[src/rtl/div_iter_unit_pkg.sv]
// ============================================================================
//  Module   : div_iter_unit_pkg
//  Brief    : Shared state encoding and sizing helper for the iterative divider.
//  Revision : 1.0
// ============================================================================
`default_nettype none

package div_iter_unit_pkg;

    typedef enum logic [1:0] {
        ST_IDLE  = 2'd0,
        ST_ITER  = 2'd1,
        ST_FIXUP = 2'd2,
        ST_DONE  = 2'd3
    } div_state_t;

    // Iteration counter must be able to hold WIDTH itself.
    function automatic int cnt_width(input int width);
        return $clog2(width) + 1;
    endfunction

endpackage

`default_nettype wire

[src/rtl/div_iter_unit_sub_stage.sv]
// ============================================================================
//  Module   : div_iter_unit_sub_stage
//  Brief    : N-bit subtractor a - b from chained 4-bit carry-lookahead slices.
//  Revision : 1.0
// ============================================================================
`default_nettype none

module div_iter_unit_sub_stage #(
    parameter int N = 33
) (
    input  logic [N-1:0] i_a,
    input  logic [N-1:0] i_b,
    output logic [N-1:0] o_diff,
    output logic         o_sign
);

    localparam int c_NSL  = (N + 3) / 4;
    localparam int c_LAST = N - 4 * (c_NSL - 1);

    for (genvar i = 0; i < c_NSL; i++) begin : g_slice
        localparam int c_LO = 4 * i;
        localparam int c_L  = ((N - c_LO) < 4) ? (N - c_LO) : 4;

        logic [c_L-1:0] w_g;
        logic [c_L-1:0] w_p;
        logic [c_L:0]   w_k;
        logic           w_ci;
        logic           v_carry;
        logic           v_pp;

        // Subtraction is a + ~b + 1: the +1 enters as carry-in of slice 0.
        if (i == 0) begin : g_first
            assign w_ci = 1'b1;
        end else begin : g_chain
            assign w_ci = g_slice[i-1].w_k[4];
        end

        assign w_g = i_a[c_LO +: c_L] & ~i_b[c_LO +: c_L];
        assign w_p = i_a[c_LO +: c_L] ^ ~i_b[c_LO +: c_L];

        always_comb begin
            w_k     = '0;
            v_carry = 1'b0;
            v_pp    = 1'b1;
            w_k[0]  = w_ci;
            for (int j = 0; j < c_L; j++) begin
                v_carry = 1'b0;
                v_pp    = 1'b1;
                for (int m = j; m >= 0; m--) begin
                    v_carry = v_carry | (w_g[m] & v_pp);
                    v_pp    = v_pp & w_p[m];
                end
                w_k[j+1] = v_carry | (v_pp & w_ci);
            end
        end

        assign o_diff[c_LO +: c_L] = w_p ^ w_k[c_L-1:0];
    end

    // No carry out of the top slice means a borrow, i.e. a < b unsigned.
    assign o_sign = ~g_slice[c_NSL-1].w_k[c_LAST];

endmodule

`default_nettype wire

[src/rtl/div_iter_unit.sv]
// ============================================================================
//  Module   : div_iter_unit
//  Brief    : Multi-cycle restoring divider (DIV/DIVU), one quotient bit/cycle.
//  Revision : 1.0
// ============================================================================
`default_nettype none

module div_iter_unit
    import div_iter_unit_pkg::*;
#(
    parameter int WIDTH = 32
) (
    input  logic             clk,
    input  logic             rst,
    input  logic             start,
    input  logic             signed_op,
    input  logic [WIDTH-1:0] dividend,
    input  logic [WIDTH-1:0] divisor,
    output logic             busy,
    output logic             done,
    output logic [WIDTH-1:0] quotient,
    output logic [WIDTH-1:0] remainder,
    output logic             div_by_zero
);

    localparam int                 c_CNT_W = cnt_width(WIDTH);
    localparam logic [c_CNT_W-1:0] c_LAST  = c_CNT_W'(WIDTH - 1);
    localparam logic [c_CNT_W-1:0] c_ONE   = c_CNT_W'(1);
    localparam logic [WIDTH-1:0]   c_ZERO  = '0;

    div_state_t         r_state;
    logic [c_CNT_W-1:0] r_cnt;
    logic [WIDTH-1:0]   r_rem;
    logic [WIDTH-1:0]   r_quo;
    logic [WIDTH-1:0]   r_dvs;
    logic [WIDTH-1:0]   r_dvd_raw;
    logic               r_neg_q;
    logic               r_neg_r;
    logic               r_dz;
    logic               r_busy;
    logic               r_done;
    logic [WIDTH-1:0]   r_quotient;
    logic [WIDTH-1:0]   r_remainder;
    logic               r_div_by_zero;

    logic [WIDTH-1:0]   w_dvd_neg;
    logic [WIDTH-1:0]   w_dvs_neg;
    logic               w_dvd_nz;
    logic               w_dvs_nz;
    logic               w_dvd_is_neg;
    logic               w_dvs_is_neg;
    logic [WIDTH-1:0]   w_dvd_mag;
    logic [WIDTH-1:0]   w_dvs_mag;
    logic [WIDTH:0]     w_rem_sh;
    logic [WIDTH:0]     w_trial;
    logic               w_trial_borrow;
    logic [WIDTH-1:0]   w_rem_next;
    logic [WIDTH-1:0]   w_quo_neg;
    logic [WIDTH-1:0]   w_rem_neg;
    logic               w_quo_nz;
    logic               w_rem_nz;
    logic [WIDTH-1:0]   w_q_final;
    logic [WIDTH-1:0]   w_r_final;

    // Operand magnitudes; 0 - x also reports x != 0 through its borrow.
    div_iter_unit_sub_stage #(.N(WIDTH)) u_neg_dvd (
        .i_a    (c_ZERO),
        .i_b    (dividend),
        .o_diff (w_dvd_neg),
        .o_sign (w_dvd_nz)
    );

    div_iter_unit_sub_stage #(.N(WIDTH)) u_neg_dvs (
        .i_a    (c_ZERO),
        .i_b    (divisor),
        .o_diff (w_dvs_neg),
        .o_sign (w_dvs_nz)
    );

    assign w_dvd_is_neg = signed_op & dividend[WIDTH-1] & w_dvd_nz;
    assign w_dvs_is_neg = signed_op & divisor[WIDTH-1];
    assign w_dvd_mag    = w_dvd_is_neg ? w_dvd_neg : dividend;
    assign w_dvs_mag    = w_dvs_is_neg ? w_dvs_neg : divisor;

    assign w_rem_sh = {r_rem, r_quo[WIDTH-1]};

    div_iter_unit_sub_stage #(.N(WIDTH + 1)) u_trial (
        .i_a    (w_rem_sh),
        .i_b    ({1'b0, r_dvs}),
        .o_diff (w_trial),
        .o_sign (w_trial_borrow)
    );

    // A borrow restores the shifted remainder, which is still below the divisor.
    assign w_rem_next = w_trial_borrow ? w_rem_sh[WIDTH-1:0] : w_trial[WIDTH-1:0];

    div_iter_unit_sub_stage #(.N(WIDTH)) u_neg_quo (
        .i_a    (c_ZERO),
        .i_b    (r_quo),
        .o_diff (w_quo_neg),
        .o_sign (w_quo_nz)
    );

    div_iter_unit_sub_stage #(.N(WIDTH)) u_neg_rem (
        .i_a    (c_ZERO),
        .i_b    (r_rem),
        .o_diff (w_rem_neg),
        .o_sign (w_rem_nz)
    );

    assign w_q_final = r_dz ? {WIDTH{1'b1}} : ((r_neg_q & w_quo_nz) ? w_quo_neg : r_quo);
    assign w_r_final = r_dz ? r_dvd_raw : ((r_neg_r & w_rem_nz) ? w_rem_neg : r_rem);

    always_ff @(posedge clk or posedge rst) begin
        if (rst) begin
            r_state       <= ST_IDLE;
            r_cnt         <= '0;
            r_rem         <= '0;
            r_quo         <= '0;
            r_dvs         <= '0;
            r_dvd_raw     <= '0;
            r_neg_q       <= 1'b0;
            r_neg_r       <= 1'b0;
            r_dz          <= 1'b0;
            r_busy        <= 1'b0;
            r_done        <= 1'b0;
            r_quotient    <= '0;
            r_remainder   <= '0;
            r_div_by_zero <= 1'b0;
        end else begin
            r_done <= 1'b0;
            case (r_state)
                ST_IDLE, ST_DONE: begin
                    if (start) begin
                        r_state   <= ST_ITER;
                        r_busy    <= 1'b1;
                        r_cnt     <= '0;
                        r_rem     <= '0;
                        r_quo     <= w_dvd_mag;
                        r_dvs     <= w_dvs_mag;
                        r_dvd_raw <= dividend;
                        r_neg_q   <= signed_op & (dividend[WIDTH-1] ^ divisor[WIDTH-1]);
                        r_neg_r   <= signed_op & dividend[WIDTH-1];
                        r_dz      <= ~w_dvs_nz;
                    end else begin
                        r_state <= ST_IDLE;
                    end
                end
                ST_ITER: begin
                    r_rem <= w_rem_next;
                    r_quo <= {r_quo[WIDTH-2:0], ~w_trial[WIDTH]};
                    r_cnt <= r_cnt + c_ONE;
                    if (r_cnt == c_LAST) begin
                        r_state <= ST_FIXUP;
                    end
                end
                ST_FIXUP: begin
                    r_state       <= ST_DONE;
                    r_busy        <= 1'b0;
                    r_done        <= 1'b1;
                    r_quotient    <= w_q_final;
                    r_remainder   <= w_r_final;
                    r_div_by_zero <= r_dz;
                end
                default: begin
                    r_state <= ST_IDLE;
                end
            endcase
        end
    end

    assign busy        = r_busy;
    assign done        = r_done;
    assign quotient    = r_quotient;
    assign remainder   = r_remainder;
    assign div_by_zero = r_div_by_zero;

endmodule

`default_nettype wire

[config.mk]
export PLATFORM = sky130hd
export DESIGN_NAME = div_iter_unit
export DESIGN_NICKNAME = d
export VERILOG_FILES = /design/src/rtl/div_iter_unit_pkg.sv /design/src/rtl/div_iter_unit_sub_stage.sv /design/src/rtl/div_iter_unit.sv
export SDC_FILE = /design/constraint.sdc
export NUM_CORES = 1
export LEC_CHECK = 0
export BUFFER_PORTS_ARGS = -buffer_cell sky130_fd_sc_hd__buf_2
export CORE_UTILIZATION = 50
export CTS_CLUSTER_DIAMETER = 100
export DETAILED_ROUTE_END_ITERATION = 8
export HOLD_SLACK_MARGIN = 0.12
export PLACE_DENSITY_LB_ADDON = 0.25
export RECOVER_POWER = 100
export SLEW_MARGIN = 20
export SYNTH_ARGS = -nofsm -noshare
export SYNTH_HDL_FRONTEND = slang
export SYNTH_HIERARCHICAL = 1
export SYNTH_SLANG_ARGS = --single-unit
export TNS_END_PERCENT = 10
[constraint.sdc]
create_clock -name clk -period 7.25 [get_ports clk]
set_input_delay 0.725 -clock clk [delete_from_list [all_inputs] [get_ports clk]]
set_output_delay 0.725 -clock clk [all_outputs]
set_load 0.02 [all_outputs]
Yosys cells after proc, flatten, opt, wreduce, memory -nomap -nowiden

Index checks and enable logic that the tools add are counted.

Logic and storage cells: 666
Output and inout port bits: 67
Bits of input ports: 68
Bits in registers: 206

Reductions and logical operators: 7
Bitwise operators: 619
Mux-type cells: 19
Add/sub/neg operators: 1
Equal/unequal tests: 6

Operators with widths:

| cell                  | count |
|---|---|
| $and A1 B1 Y1         | 435 |
| $mux W32              | 9 |
| $xor A4 B4 Y4         | 48 |
| $not A4 Y4            | 40 |
| $pmux W32 S2          | 2 |
| $or A1 B1 Y1          | 81 |
| $and A4 B4 Y4         | 8 |
| $pmux W6 S2           | 1 |
| $add A6 B1 Y6 const B | 1 |
| $eq A6 B5 Y1 const B  | 1 |
| $mux W6               | 1 |
| $pmux W2 S3           | 1 |
| $reduce_and A2 Y1     | 3 |
| $not A1 Y1            | 5 |
| $eq A2 B2 Y1 const B  | 2 |
| $ne A2 B2 Y1 const B  | 2 |
| $reduce_bool A2 Y1    | 2 |
| $mux W1               | 3 |
| $eq A2 B1 Y1 const B  | 1 |
| $logic_not A2 Y1      | 1 |
| $mux W2               | 1 |
| $pmux W1 S2           | 1 |
| $reduce_or A2 Y1      | 1 |
| $xor A1 B1 Y1         | 2 |

Longest topological paths before layout

Depth in word-level cells: 25
Gate-level depth with buffers: 15
Depth with buffers taken out: 14

By module

Netlist, hierarchy kept.

By module, submodules not included:

| module                                  | cells an instance | times used | sequential area each (sq um) | area each (sq um) |
|---|---|---|---|---|
| div_iter_unit                           | 892               | 1          | 5154.9                       | 9746.8 |
| div_iter_unit_sub_stage (u_neg_quo ...) | 216               | 2          | 0.0                          | 1582.8 |
| div_iter_unit_sub_stage (u_trial)       | 217               | 1          | 0.0                          | 1627.8 |
| div_iter_unit_sub_stage (u_neg_dvd)     | 215               | 1          | 0.0                          | 1556.5 |
| div_iter_unit_sub_stage (u_neg_dvs)     | 213               | 1          | 0.0                          | 1550.2 |

Least setup slack after synthesis

No wires, ideal clock.

Path kind: reg-to-reg
From: register r_rem[0]
To: register r_remainder[28], in the netlist remainder[28]
Stages on the path, launching flop included: 13
Period minus slack after synthesis: 3.343 ns
Required time: 7.124 ns
Slack: 3.907 ns
Buffers on the path: 0
Setup time: 0.126 ns
Arrival: 3.217 ns
Path through: dfrtp_1 -> ha_1 -> o21ai_0 -> o2bb2ai_1 -> or4b_4 -> a2111oi_4 -> nor3_1 -> o21a_1 -> fa_1 -> inv_1 -> and3_1 -> a211oi_1 -> o2bb2ai_1

Elaborated cells on any way between the ends: 14
Classes of those cells: 2 x mux; 12 x bitwise

RTL lines:

| element                    | RTL line                      | source |
|---|---|---|
| start: declaration         | div_iter_unit.sv:33           | `logic [WIDTH-1:0] r_rem;` |
| start signal: assignment   | div_iter_unit.sv:150          | `r_rem <= w_rem_next;` |
| $not A4 Y4                 | div_iter_unit_sub_stage.sv:39 | `assign w_p = i_a[c_LO +: c_L] ^ ~i_b[c_LO +: c_L];` |
| $and A1 B1 Y1              | div_iter_unit_sub_stage.sv:51 | `v_pp = v_pp & w_p[m];` |
| $and A1 B1 Y1 (6 in a row) | div_iter_unit_sub_stage.sv:53 | `w_k[j+1] = v_carry \| (v_pp & w_ci);` |
| $xor A4 B4 Y4              | div_iter_unit_sub_stage.sv:57 | `assign o_diff[c_LO +: c_L] = w_p ^ w_k[c_L-1:0];` |
| named net w_rem_neg[28]    | div_iter_unit.sv:59           | `logic [WIDTH-1:0] w_rem_neg;` |
| $mux W32 (2 in a row)      | div_iter_unit.sv:112          | `assign w_r_final = r_dz ? r_dvd_raw : ((r_neg_r & w_rem_nz) ? w_rem_neg : r_rem);` |
| end signal: assignment     | div_iter_unit.sv:162          | `r_remainder <= w_r_final;` |
| end: declaration           | div_iter_unit.sv:43           | `logic [WIDTH-1:0] r_remainder;` |

The timed path passes the listed nets, and every way through them passes these cells.
A chain may end at the register's enable or synchronous reset.

Worst setup path after layout

From: register r_quo[0]
To: register r_quotient[7], in the netlist quotient[7]

Cells in the longest elaborated chain, start to end: 13
Elaborated cells on any way between the ends: 15
Classes of those cells: 2 x mux; 13 x bitwise

Ends and longest elaborated chain:

| element                    | RTL line                      | source |
|---|---|---|
| start: declaration         | div_iter_unit.sv:34           | `logic [WIDTH-1:0] r_quo;` |
| start signal: assignment   | div_iter_unit.sv:139          | `r_quo <= w_dvd_mag;` |
| start signal: assignment   | div_iter_unit.sv:151          | `r_quo <= {r_quo[WIDTH-2:0], ~w_trial[WIDTH]};` |
| $not A4 Y4                 | div_iter_unit_sub_stage.sv:39 |  |
| $and A1 B1 Y1              | div_iter_unit_sub_stage.sv:51 |  |
| $and A1 B1 Y1 (7 in a row) | div_iter_unit_sub_stage.sv:53 |  |
| $not A1 Y1                 | div_iter_unit_sub_stage.sv:61 | `assign o_sign = ~g_slice[c_NSL-1].w_k[c_LAST];` |
| named net w_quo_nz         | div_iter_unit.sv:60           | `logic w_quo_nz;` |
| $and A1 B1 Y1              | div_iter_unit.sv:111          | `assign w_q_final = r_dz ? {WIDTH{1'b1}} : ((r_neg_q & w_quo_nz) ? w_quo_neg : r_quo);` |
| $mux W32 (2 in a row)      | div_iter_unit.sv:111          |  |
| end signal: assignment     | div_iter_unit.sv:161          | `r_quotient <= w_q_final;` |
| end: declaration           | div_iter_unit.sv:42           | `logic [WIDTH-1:0] r_quotient;` |

The timed path passes the listed nets, and every way through them passes these cells.

==> impl_metrics.json <==
{
  "leakage_uw": 0.00992,
  "io_pins": 135,
  "violations": "max-capacitance violations, max-slew violations",
  "max_slew_margin_pct": -210,
  "via_per_inst": 5.49,
  "synth_flop_cell": "dfrtp_1",
  "peakVddDrop_v": 0.000227,
  "num-nets-final": 2496,
  "hpwlAfterDp_um": 31100,
  "num_antenna_cells": 0,
  "grt_first_pass_wirelength_um": 71100,
  "drive_gt1_share_pct": 9.27,
  "critPathLaunchType": "flop",
  "antenna_found_initial": 0,
  "synth_edf_count": 0,
  "worst_r2r_path_depth": 11,
  "mappedNetlistArea_sq_mm": 0.0176,
  "synth.avg_cell_area_sq_um": 8.96,
  "area_growth_pct": 13.2,
  "cts_resized": 0,
  "finalCriticalPeriod_ps": 5250,
  "ff2ff_setup_slack_ps": 2000,
  "synth_cell_types": 89,
  "start_util_pct": 51.0,
  "cts_buffers": 26,
  "dpl_worst_slack_ps": 2890,
  "clockBufferDepth": 3,
  "cts_setup_buffers": 0,
  "drc": 0,
  "clock_latency_ps": 530,
  "synth_top_area_cell": "dfrtp_1",
  "yosysWarnings": 6,
  "die_y_um": 190,
  "num_rows": 68,
  "cts_tree": "built",
  "yosysTopAreaCellShare_pct": 29.2,
  "power.density_mw_per_mm2": 336,
  "core_sq_mm": 0.0346,
  "cap_violations": 6,
  "endpoint_kind": "flop",
  "overflow": 0,
  "worst_pin_slew_ps": 4620,
  "slew_violations": 338,
  "dr.pass1.iters": 6,
  "synth_seq_cells": 206,
  "status": "finished, violations left",
  "rsz0062_at_grt": "no",
  "vias": 14800,
  "fin_crit_sh_pct": 72.4,
  "grt_pass1_vias": 14800,
  "port_buffers": 134,
  "place.gp.congestion": 0.881,
  "setup_tns_ps": 0,
  "rr_endpoint": "quotient[7]$_DFFE_PP0P_",
  "yosysSeqAreaShare_pct": 29.2,
  "startpoint": "r_quo[0]$_DFFE_PP0P_",
  "crit_type": "reg2reg",
  "skew_ps": 14.0,
  "ant_nets": 0,
  "grt_max_degree": 105,
  "worst-path-max-fanout": 32,
  "fp.dieW_um": 190,
  "cts_hold_buffers": 0,
  "ys_async_sr_fraction_pct": 100,
  "hold_viol_final": 0,
  "wl_per_cell_um": 15.6,
  "hold_start": "dividend[13]",
  "hold_path_depth": 2,
  "syn_inst": 1969,
  "cts_sinks": 206,
  "first_iter_violations": 743,
  "reg2reg_from": "r_quo[0]$_DFFE_PP0P_",
  "dieArea_sq_mm": 0.0360,
  "setup_viol": 0,
  "cts-root-buf": "clkbuf_16",
  "hold_end": "r_dvd_raw[13]$_DFFE_PP0P_",
  "fmax_mhz": 190,
  "cp.arrival_ps": 5640,
  "fin_util_pct": 57.7,
  "cp.required_ps": 7640,
  "track_usage_pct": 23.7,
  "synthTopCellsByArea": "dfrtp_1 29%, ha_1 12%, mux2i_1 7.2%",
  "h-tree-depth": 1,
  "routed_wl_um": 42100,
  "hp-class": "in2reg",
  "fin_ws_ps": 2000,
  "path_clk_slew_ps": 60
}
[layout make-up]
class,instances,area [sq um]
well taps,455,569
inverters,284,1070
repair buffers,146,684
fillers,3200,14700
clock inverters,13,150
flip-flops and latches,206,5150
clock buffers,34,722
multi-input cells,1560,11600
[placed cells by master, fill, tap and decap left out, types with 31 or more instances in the layout]
cell,Yosys,routed
inv_1,283,282
o21ai_0,136,137
conb_1,1,161
dfrtp_1,206,206
mux2i_1,127,127
mux2_2,34,34
o2bb2ai_1,37,37
clkbuf_1,52,77
a21oi_1,117,118
xor2_1,31,31
buf_2,24,64
xnor2_1,67,67
nand3_1,38,37
and3_1,37,37
a32oi_1,32,32
a22o_1,34,34
fa_1,36,36
ha_1,168,168
a211oi_1,37,37
nand2_1,86,84
nor2_1,114,113
[critical path: stages, from the launching register on]
cell and delay (ps):
dfrtp_1 440, ha_1 320, o21ai_0 100, o2bb2ai_1 200, or4b_1 690, a2111oi_0 1010
o21ai_0 180, a21oi_1 220, o22ai_1 130, nand2_1 1340, mux2i_1 340, a21oi_1 120
[worst max-delay path by stage]
stage	to	slack, ps	depth (start not counted)
floorplan	busy$_DFFE_PP0P_	900	1
global placement	r_quo[0]$_DFFE_PP0P_	3060	14
detailed placement	r_quo[0]$_DFFE_PP0P_	2890	14
CTS	remainder[21]$_DFFE_PP0P_	3120	11
global route	r_quo[21]$_DFFE_PP0P_	1610	5
finish	quotient[7]$_DFFE_PP0P_	2000	11
[where the power goes]
| group | switching (uW) | internal [uW] | total, uW |
|---|---|---|---|
| clock | 521 | 806 | 1330 |
| sequential | 383 | 1610 | 2000 |
| combinational | 2050 | 1340 | 3380 |
[sequential cells by signal, indices dropped and copies added, names as in the netlist]
register,cells
r_rem,32
r_dz,1
r_state,2
r_cnt,6
r_neg_q,1
r_dvs,32
done,1
quotient,32
r_dvd_raw,32
div_by_zero,1
r_quo,32
busy,1
r_neg_r,1
remainder,32
[cells in the mapped netlist, drive strengths merged (7+ instances only)]
library cell	number
mux2i	128
nand2b	10
a21o	24
a21oi	119
nand3	38
fa	36
a22o	34
clkbuf	52
a211oi	39
inv	283
or2	9
nor2b	9
dfrtp	206
nand4	7
nor2	116
o21ai	143
nand2	88
o31ai	10
xor2	31
or3	10
a31oi	10
o22ai	11
o21a	26
buf	27
or4	8
o21bai	8
nor3	32
a21boi	8
o2bb2ai	38
a32oi	32
xnor2	67
ha	168
and3	40
and2	10
mux2	34
[metrics by stage]
stage / hold WS, ps / cells / instance area [sq um] / total power (uW)
final: 469 / 2698 / 20000 / 6710
after global routing: 462 / 2698 / 20000 / 7260
after CTS: 357 / 2697 / 20200 / 6740
after detailed placement: 471 / 2650 / 19300 / 5380
after global placement: 464 / 2650 / 19300 / 5270
after floorplan: 449 / 2129 / 18200 / 4540
[kinds of logic after synthesis]
kind of cell / after synthesis / synth area share [%]
AOI/OAI and AO/OA: 539 / 21.3
and+or+nand+nor: 396 / 11.3
buffers and inverters: 363 / 7.89
DFF: 206 / 29.2
adders and majority gates: 204 / 16.0
muxes: 162 / 9.45
xor gates and xnor gates: 98 / 4.86
other: 1 / 0.0213
[metal layers]
layer  share of wire [%]  track usage, %
met1                  47            31.7
met2                  47            41.1
met3                 3.3            2.47
met4                 2.0            5.12
met5                   0               0
Power figures use the tool's default switching activity.
